**config.mk**
```make
export PLATFORM = sky130hd
export DESIGN_NAME = delay_scheduler
export DESIGN_NICKNAME = d
export VERILOG_FILES = /design/src/rtl/sched_pkg.sv /design/src/rtl/sample_tick_gen.sv /design/src/rtl/delay_scheduler.sv
export SDC_FILE = /design/constraint.sdc
export NUM_CORES = 1
export LEC_CHECK = 0
export ABC_AREA = 1
export CORE_ASPECT_RATIO = 0.5
export CORE_MARGIN = 2
export CORE_UTILIZATION = 50
export CTS_BUF_LIST = sky130_fd_sc_hd__clkbuf_2
export CTS_CLUSTER_DIAMETER = 120
export DETAILED_ROUTE_END_ITERATION = 7
export GPL_TIMING_DRIVEN = 0
export PLACE_DENSITY = 0.79
export SYNTH_ARGS = -nofsm -noshare
export SYNTH_HDL_FRONTEND = slang
export SYNTH_SLANG_ARGS = --single-unit
```
**constraint.sdc**
```tcl
create_clock -name clk -period 10.45 [get_ports clk]
set_clock_uncertainty 0.05 [all_clocks]
set_input_delay 2.09 -clock clk [delete_from_list [all_inputs] [get_ports clk]]
set_output_delay 2.09 -clock clk [all_outputs]
set_load 0.02 [all_outputs]
```
**src/rtl/sched_pkg.sv**
```systemverilog
// Shared constants and state type for the delay scheduler
// and the system sample strobe.
package sched_pkg;

   // Default system clock and audio rate (ClkPeri / SoundPeri).
   localparam int DEF_CLK_HZ    = 50_000_000;
   localparam int DEF_SAMPLE_HZ = 44_100;

   typedef enum logic [1:0] {
      IDLE,
      ISSUE,
      WAIT,
      DONE
   } state_t;

endpackage

```
**src/rtl/sample_tick_gen.sv**
```systemverilog
// Fractional-rate strobe: one pulse per SAMPLE_HZ period of CLK_HZ,
// exact over the long run.
module sample_tick_gen
   import sched_pkg::*;
#(
   parameter int CLK_HZ    = DEF_CLK_HZ,
   parameter int SAMPLE_HZ = DEF_SAMPLE_HZ
) (
   input  logic clk,
   input  logic rst,
   output logic sample_tick
);

   localparam int AW = $clog2(CLK_HZ) + 1;
   localparam logic [AW-1:0] STEP = AW'(SAMPLE_HZ);
   localparam logic [AW-1:0] WRAP = AW'(CLK_HZ);

   logic [AW-1:0] acc;
   logic [AW-1:0] nxt;

   assign nxt         = acc + STEP;
   assign sample_tick = (nxt >= WRAP);

   always_ff @(posedge clk or posedge rst) begin
      if (rst)
         acc <= '0;
      else if (sample_tick)
         acc <= nxt - WRAP;
      else
         acc <= nxt;
   end

endmodule

```
**src/rtl/delay_scheduler.sv**
```systemverilog
// Time-multiplexes one Delay datapath across NUM_CH sources,
// one frame per audio sample tick.
module delay_scheduler
   import sched_pkg::*;
#(
   parameter int CLK_HZ    = DEF_CLK_HZ,
   parameter int SAMPLE_HZ = DEF_SAMPLE_HZ,
   parameter int NUM_CH    = 4,
   parameter int CH_W      = (NUM_CH > 1) ? $clog2(NUM_CH) : 1
) (
   input  logic                 clk,
   input  logic                 rst,
   input  logic [8*NUM_CH-1:0]  ch_theta,
   input  logic [8*NUM_CH-1:0]  ch_distance,
   input  logic [16*NUM_CH-1:0] ch_sample,
   output logic                 dly_req,
   output logic [CH_W-1:0]      dly_ch,
   output logic [7:0]           dly_theta,
   output logic [7:0]           dly_distance,
   output logic [15:0]          dly_signal_in,
   input  logic                 dly_ack,
   input  logic [15:0]          dly_signal_out,
   output logic [16*NUM_CH-1:0] out_samples,
   output logic                 frame_valid,
   output logic                 sample_tick,
   output logic                 busy,
   output logic                 overrun,
   input  logic                 overrun_clr
);

   localparam int LAST_I = NUM_CH - 1;
   localparam logic [CH_W-1:0] LAST = CH_W'(LAST_I);

   state_t               state;
   logic [CH_W-1:0]      ch;
   logic [8*NUM_CH-1:0]  snap_theta;
   logic [8*NUM_CH-1:0]  snap_distance;
   logic [16*NUM_CH-1:0] snap_sample;
   logic [16*NUM_CH-1:0] res;
   logic [16*NUM_CH-1:0] frame;
   logic                 tick;

   sample_tick_gen #(
      .CLK_HZ    (CLK_HZ),
      .SAMPLE_HZ (SAMPLE_HZ)
   ) u_tick (
      .clk         (clk),
      .rst         (rst),
      .sample_tick (tick)
   );

   assign sample_tick = tick;
   assign busy        = (state != IDLE);

   // Last result bypasses its slot so the frame lands as DONE begins.
   always_comb begin
      frame = res;
      frame[16*LAST_I +: 16] = dly_signal_out;
   end

   always_ff @(posedge clk or posedge rst) begin
      if (rst) begin
         state         <= IDLE;
         ch            <= '0;
         snap_theta    <= '0;
         snap_distance <= '0;
         snap_sample   <= '0;
         res           <= '0;
         dly_req       <= 1'b0;
         dly_ch        <= '0;
         dly_theta     <= '0;
         dly_distance  <= '0;
         dly_signal_in <= '0;
         out_samples   <= '0;
         frame_valid   <= 1'b0;
      end else begin
         frame_valid <= 1'b0;
         unique case (state)
            IDLE: begin
               if (tick) begin
                  snap_theta    <= ch_theta;
                  snap_distance <= ch_distance;
                  snap_sample   <= ch_sample;
                  ch            <= '0;
                  state         <= ISSUE;
               end
            end
            ISSUE: begin
               dly_ch        <= ch;
               dly_theta     <= snap_theta[8*ch +: 8];
               dly_distance  <= snap_distance[8*ch +: 8];
               dly_signal_in <= snap_sample[16*ch +: 16];
               dly_req       <= 1'b1;
               state         <= WAIT;
            end
            WAIT: begin
               if (dly_ack) begin
                  res[16*ch +: 16] <= dly_signal_out;
                  dly_req          <= 1'b0;
                  if (ch == LAST) begin
                     out_samples <= frame;
                     frame_valid <= 1'b1;
                     state       <= DONE;
                  end else begin
                     ch    <= ch + 1'b1;
                     state <= ISSUE;
                  end
               end
            end
            DONE: begin
               state <= IDLE;
            end
            default: begin
               state <= IDLE;
            end
         endcase
      end
   end

   // A tick outside IDLE is dropped; flagging it beats a clear.
   always_ff @(posedge clk or posedge rst) begin
      if (rst)
         overrun <= 1'b0;
      else if (tick && state != IDLE)
         overrun <= 1'b1;
      else if (overrun_clr)
         overrun <= 1'b0;
   end

endmodule

```
Word level (Yosys, flattened, before mapping). Cells that the tools add are included.

Register bits after elaboration: 324. Input port bits: 148. Word-level logic and storage cells: 61.

Add/subtract/negate cells: 4. $lt $le $gt $ge: 1. Equality and inequality tests: 7. Shift operators: 5. Mux-type cells: 17. Reduce and logical (&&, ||, !) cells: 12.

Operators by type and width (number): $bwmux W64 (1); $shift A16 B34 Y64 const A (1); $shiftx A16 B34 Y64 (1); $shiftx A32 B6 Y8 (2); $shiftx A64 B7 Y16 (1); $neg A6 Y34 (1); $add A27 B16 Y27 const B (1); $ge A27 B26 Y1 const B (1); $mux W27 (1); $sub A27 B26 Y27 const B (1); $mux W2 (6); $pmux W2 S4 (1); $reduce_and A2 Y1 (4); $reduce_bool A2 Y1 (4); $eq A2 B2 Y1 const B (3); $mux W1 (6); $ne A2 B2 Y1 const B (3); $pmux W2 S2 (1); $reduce_and A4 Y1 (1); $reduce_and A3 Y1 (1); $add A2 B1 Y2 const B (1); $eq A2 B1 Y1 const B (1); $logic_not A2 Y1 (1); $pmux W1 S2 (1); $logic_and A1 B1 Y1 (1).

Depth between registers and ports, before layout. Gate-level depths: netlist of the first run.

Word-level depth: 4. Depth in mapped cells: 21. Depth with buffers taken out: 19.

By module. Synthesis of the first run repeated with hierarchy kept, for this count alone.

Cell total of the unflattened synthesis: 1954. Area total of the unflattened synthesis: 14799.2 µm².

By module, submodules not included: delay_scheduler (times used 1, cells each 1505, area an instance 12129.1 µm², sequential area each 7031.7 µm²); sample_tick_gen (times used 1, cells each 449, area an instance 2670.1 µm², sequential area each 625.6 µm²).

Worst setup path before layout of the first run. OpenSTA, ideal clock, no wires.

Path type: register to output. Start point: register u_tick.acc[2]. End point: output port sample_tick. Data arrival time: 2.365 ns. Required time: 8.310 ns. Slack: 5.945 ns. Cell stages (with the launch flop): 17. Buffers on the path: 2. Cell sequence: dfrtp_1 ha_1 nand3_1 nand2_1 nand2_1 xnor2_1 inv_1 ha_1 nand3_1 nor2_1 a21oi_1 nand3_1 nand2_2 nand2_2 nand3_4 buf_6 buf_4.

Word-level cells in the longest chain between the ends: 2.

RTL lines: from (decl) (line sample_tick_gen.sv:18) `logic [AW-1:0] acc;`; from (signal assigned) (line sample_tick_gen.sv:28) `acc <= nxt - WRAP;`; from (signal assigned) (line sample_tick_gen.sv:30) `acc <= nxt;`; $add A27 B16 Y27 (line sample_tick_gen.sv:21) `assign nxt = acc + STEP;`; $ge A27 B26 Y1 (line sample_tick_gen.sv:22) `assign sample_tick = (nxt >= WRAP);`; to (decl) (line delay_scheduler.sv:25) `output logic sample_tick,`.

Every way passes these cells.

Worst setup path after layout of the first run. Same ends and word-level chain as after synthesis.

==> run metrics, run 1 <==
status=complete, no violations; drt via density=5.34; biggest area consumer among synthesized cells=dfrtp_1; startpoint type of the worst setup path=flop; core area=27900 µm²; final setup violating endpoints=0; setup total negative slack=0 ps; CTS tree=done; crit path DAT=4390 ps; grt total ovfl=0; hpwl dp=32.7 mm; I/O Pins=251; fin area=18100 µm²; row count=43; via count=13700; fillers=2449; mapped cell area=14300 µm²; Die Area=30000 µm²; Worst Setup Path Type=flop to primary output; worst vdd ir=0.0715 mV; drt drc=0; WL met3=3.19 mm; total CTS buffers=70; I/O Buffers=250; Die H=123 µm; Synthesis Warnings=0; CTS max path bufs=3; Top Layer Used=met4; share of the yosys chip area belonging to registers=0.537; most frequent cells after synthesis=nand2_1 (524), dfrtp_1 (306), nand3_1 (222); post-synth net total=1955; Max Slew Vio Count=0; Power, Total=2.18 mW; cts hold-fix bufs=0; slew margin rel.=0.296; CTS root buffer=clkbuf_2; post-CTS setup repair buffer count=0; first-pass GRT wire length=68.7 mm; Max-Cap Viols=0; synthesis-to-layout area growth=26.6%; wl on met1=17.6 mm; P_leak=8.59 nW; Die W=243 µm; FF-to-FF setup slack=6720 ps; number of global-route vias before repair=13200; RSZ-0062 raised after global routing=false; largest net degree at the start of global routing=44; GPL Wtd Cong=0.915; asr flop ratio synth=1.00; Post-synth EDFFs=0; clk sinks=306; Worst-path clk slew=80 ps; Synth Instances=1800; First DRT Iteration DRCs=1114; detailed-router iteration count before antenna repair=8; Post-synth top flop=dfrtp_1; post-CTS resize count=0; PD cells=121 nW/µm²; Initial Utilization=0.512; Avg Inst Size Synth=7.92 µm²; H-tree Lvls=3; Req. time, crit path=8310 ps; Clock Latency Late Sink=970 ps; antenna violations before repair=7; placed cell areas=17400 µm²; met2 WL=21.4 mm; FF+latch count, synth=306; count leader, synth=nand2_1; Synth cell types=31; Min-Delay Path Class=flop to flop; minimum clock period=6530 ps; Crit Path Max Fanout=10; final hold vios=0; post-synth top area share=0.537; fmax=153 MHz; Total GRT Usage=0.298; final antenna-violating net count=0; fin crit share=0.624; Least-Margin Pin Slew=1050 ps; NumNets Final=2285; largest cells by area after synthesis=dfrtp_1 (54%), nand2_1 (14%), nand3_1 (7.8%); crit path capture type=primary output; Routed Wire Length=43.9 mm; share of cells above drive strength 1=0.0807; final core utilization=0.648; Routed WL per cell=17.2 µm
==> critical path: stages (launching register included) <==
cell	delay, ps
dfrtp_1	400
ha_1	220
nand3_1	130
nand2_1	110
nand2_1	60
xnor2_1	230
inv_1	80
ha_1	200
nand3_1	110
nor2_1	80
a21oi_1	350
nand3_1	150
nand2_2	130
nand2_2	100
nand3_4	110
buf_6	160
buf_4	230
clkdlybuf4s50_1	630
==> layout by cell type (no fill, tap or decap), types with 7 or more instances in the layout <==
master	instances
nor2_1	221
inv_1	128
a21oi_1	7
buf_2	13
nand2_1	524
xor2_1	7
nand2_2	13
buf_12	9
nand4_1	17
a31oi_1	28
o21ai_0	183
ha_1	7
clkdlybuf4s50_1	250
dfrtp_1	306
clkinv_1	12
diode_2	7
buf_6	13
nand3_1	222
inv_2	8
clkbuf_1	65
clkbuf_2	93
==> report_power, final <==
| group | total (mW) | internal (mW) | switching [mW] | leakage, nW |
|---|---|---|---|---|
| sequential | 1.22 | 1.21 | 0.0105 | 3.32 |
| clock | 0.804 | 0.315 | 0.489 | 0.468 |
| combinational | 0.160 | 0.0844 | 0.0755 | 4.79 |
==> routing by layer <==
layer,track usage,vias up
met5,0,-
met3,0.0649,118
met2,0.504,583
li1,-,6446
met4,0.156,0
met1,0.366,6510
==> cells by family after synthesis <==
kind of cell / count (synthesis) / share of synthesized area
XOR/XNOR: 9 / 0.00553
adder cells (fa/ha/maj): 7 / 0.00614
AND/OR/NAND/NOR: 1013 / 0.296
buffers and inverters: 241 / 0.0739
flip-flops: 306 / 0.537
AO/OA/AOI/OAI: 224 / 0.0814
==> layout make-up <==
| type | instances | area [µm²] | share of cell area |
|---|---|---|---|
| Antenna cell | 7 | 17.5 | 0.000970 |
| Sequential cell | 306 | 7660 | 0.424 |
| Multi-Input combinational cell | 1253 | 5550 | 0.308 |
| Buffer | 100 | 524 | 0.0290 |
| Timing Repair Buffer | 258 | 2660 | 0.147 |
| Clock inverter | 17 | 161 | 0.00894 |
| Tap cell | 382 | 478 | 0.0265 |
| Clock buffer | 93 | 465 | 0.0258 |
| Inverter | 141 | 533 | 0.0295 |
==> through the flow <==
stage,std cells,hold WS [ps],worst slack [ps]
2_1_floorplan,1800,387,4240
4_1_cts,2550,425,3850
3_3_place_gp,2432,399,2160
5_1_grt,2557,445,3550
6_report,2557,424,3920
3_5_place_dp,2440,404,4870
==> worst paths after layout <==
check                           startpoint         endpoint  depth (start not counted)
setup / recovery             u_tick.acc[2]      sample_tick                         17
hold / removal             snap_sample[25]  snap_sample[25]                          2
setup reg to reg                     ch[0]           res[0]                         10
hold reg to reg            snap_sample[25]  snap_sample[25]                          2
max in group asynchronous              rst   snap_theta[13]                          6
min in group asynchronous              rst          res[22]                          2
==> sequential cells by signal (all words and copies together), names as in the netlist, 8 cells and up <==
signal / count
dly_theta: 8
snap_theta: 32
snap_sample: 64
snap_distance: 32
out_samples: 64
u_tick.acc: 25
dly_distance: 8
res: 48
dly_signal_in: 16
Note: power is estimated with default switching activity, not from simulation.
==> run 2: changes to the inputs <==
- CORE_UTILIZATION: 50 -> 55
- PLACE_DENSITY: 0.79 -> 0.83
- clock period: 10.45 -> 6.8 ns (I/O delays scaled with it)
==> run metrics, run 2 (synthesis results as in run 1) <==
final setup violating endpoints=0; fillers=2086; share of cells above drive strength 1=0.0849; first-pass GRT wire length=68.9 mm; CTS tree=done; minimum clock period=5760 ps; Min-Delay Path Class=flop to flop; core area=25300 µm²; PD cells=187 nW/µm²; H-tree Lvls=3; Initial Utilization=0.563; CTS root buffer=clkbuf_2; antenna violations before repair=5; Max Slew Vio Count=0; global-route met3 utilization=0.0630; multi-input logic area=5550 µm²; RSZ-0062 raised after global routing=false; largest net degree at the start of global routing=43; Routed WL per cell=17.1 µm; Max-Cap Viols=0; met2 GRT Util=0.532; slew margin rel.=0.373; I/O Buffers=250; Power, Total=3.37 mW; cts hold-fix bufs=0; First DRT Iteration DRCs=1126; hpwl dp=32.3 mm; synthesis-to-layout area growth=26.4%; startpoint type of the worst setup path=flop; number of global-route vias before repair=13500; Crit Path Max Fanout=10; GPL Wtd Cong=0.921; Worst-path clk slew=90 ps; status=complete, no violations; Worst Setup Path Type=flop to primary output; most common cell after layout, fill and taps aside=nand2_1; fmax=174 MHz; Inst Count DP=2402; drt drc=0; row count=41; NumNets Final=2284; Die H=118 µm; crit path capture type=primary output; grt total ovfl=0; final hold vios=0; grt peak-use layer=met2; fin crit share=0.847; drt via density=5.43; GR Util met1=0.405; Req. time, crit path=5390 ps; post-CTS setup repair buffer count=0; Hold Path Origin=snap_distance[25]; Clock Latency Late Sink=1010 ps; I/O Pins=251; final antenna-violating net count=0; detailed-router iteration count before antenna repair=5; crit path DAT=4350 ps; top flop regs=out_samples: 64 flops, snap_sample: 64 flops, res: 48 flops; Least-Margin Pin Slew=934 ps; via count=13700; clk sinks=306; commonest cells after routing, fill and taps aside=nand2_1 (524), dfrtp_1 (306), clkdlybuf4s50_1 (250), nand3_1 (222), nor2_1 (221); post-CTS resize count=0; total CTS buffers=69; Routed Wire Length=43.2 mm; non-filler instance count after layout=2529; RR Startpoint=ch[1]; worst vdd ir=0.128 mV; Die W=232 µm; Sequential Area=7660 µm²; Die Area=27300 µm²; P_leak=8.62 nW; CTS max path bufs=3; Total GRT Usage=0.324; crit path launch=u_tick.acc[2]
## run 2: worst max-delay path: stages, from the launching register on
cell             delay (ps)
dfrtp_1                 400
ha_1                    220
nand3_1                 140
nand2_1                 110
nand2_1                  60
xnor2_1                 220
inv_1                    70
ha_1                    190
nand3_1                 100
nor2_1                   70
a21oi_1                 310
nand3_1                 160
nand2_2                 130
nand2_2                 100
nand3_4                 110
buf_6                   170
buf_4                   250
clkdlybuf4s50_1         640
## run 2: final cells by class
type / count / share of cell area
diodes: 6 / 0.000833
plain buffers: 100 / 0.0291
clock inverters: 14 / 0.00639
multi-input cells: 1253 / 0.308
flip-flops and latches: 306 / 0.425
clock buffers: 107 / 0.0297
inverters: 141 / 0.0296
well taps: 344 / 0.0239
repair buffers: 258 / 0.148
## run 2: worst paths after layout
| kind | to | slack, ps | cells past startpoint |
|---|---|---|---|
| max in group asynchronous | snap_theta[1] | 4430 | 6 |
| max | sample_tick | 1040 | 17 |
| min reg2reg | snap_distance[25] | 430 | 2 |
| min | snap_distance[25] | 430 | 2 |
| min in group asynchronous | out_samples[48] | 730 | 2 |
| max reg2reg | res[1] | 3120 | 8 |
## run 2: stage by stage
step | cell area [µm²] | util | hold slack [ps] | TNS (ps) | setup slack, ps
floorplan | 14300 | - | 387 | 0 | 1320
global placement | 17200 | 0.679 | 397 | -215650 | -746
detailed placement | 17400 | 0.685 | 403 | 0 | 1990
CTS | 18000 | 0.711 | 430 | 0 | 987
global route | 18000 | 0.711 | 448 | 0 | 618
finish | 18000 | 0.711 | 426 | 0 | 1040
## run 2: per-layer routing
metal	wire [µm]	up-vias
met5	0	-
met4	1970	0
met1	17300	6515
li1	-	6454
met2	20700	613
met3	3220	143
## run 2: where the power goes
group	total (mW)	internal, mW	switching, mW
logic	0.246	0.130	0.116
clock network	1.25	0.490	0.762
registers	1.87	1.85	0.0159
total	3.37	2.47	0.894
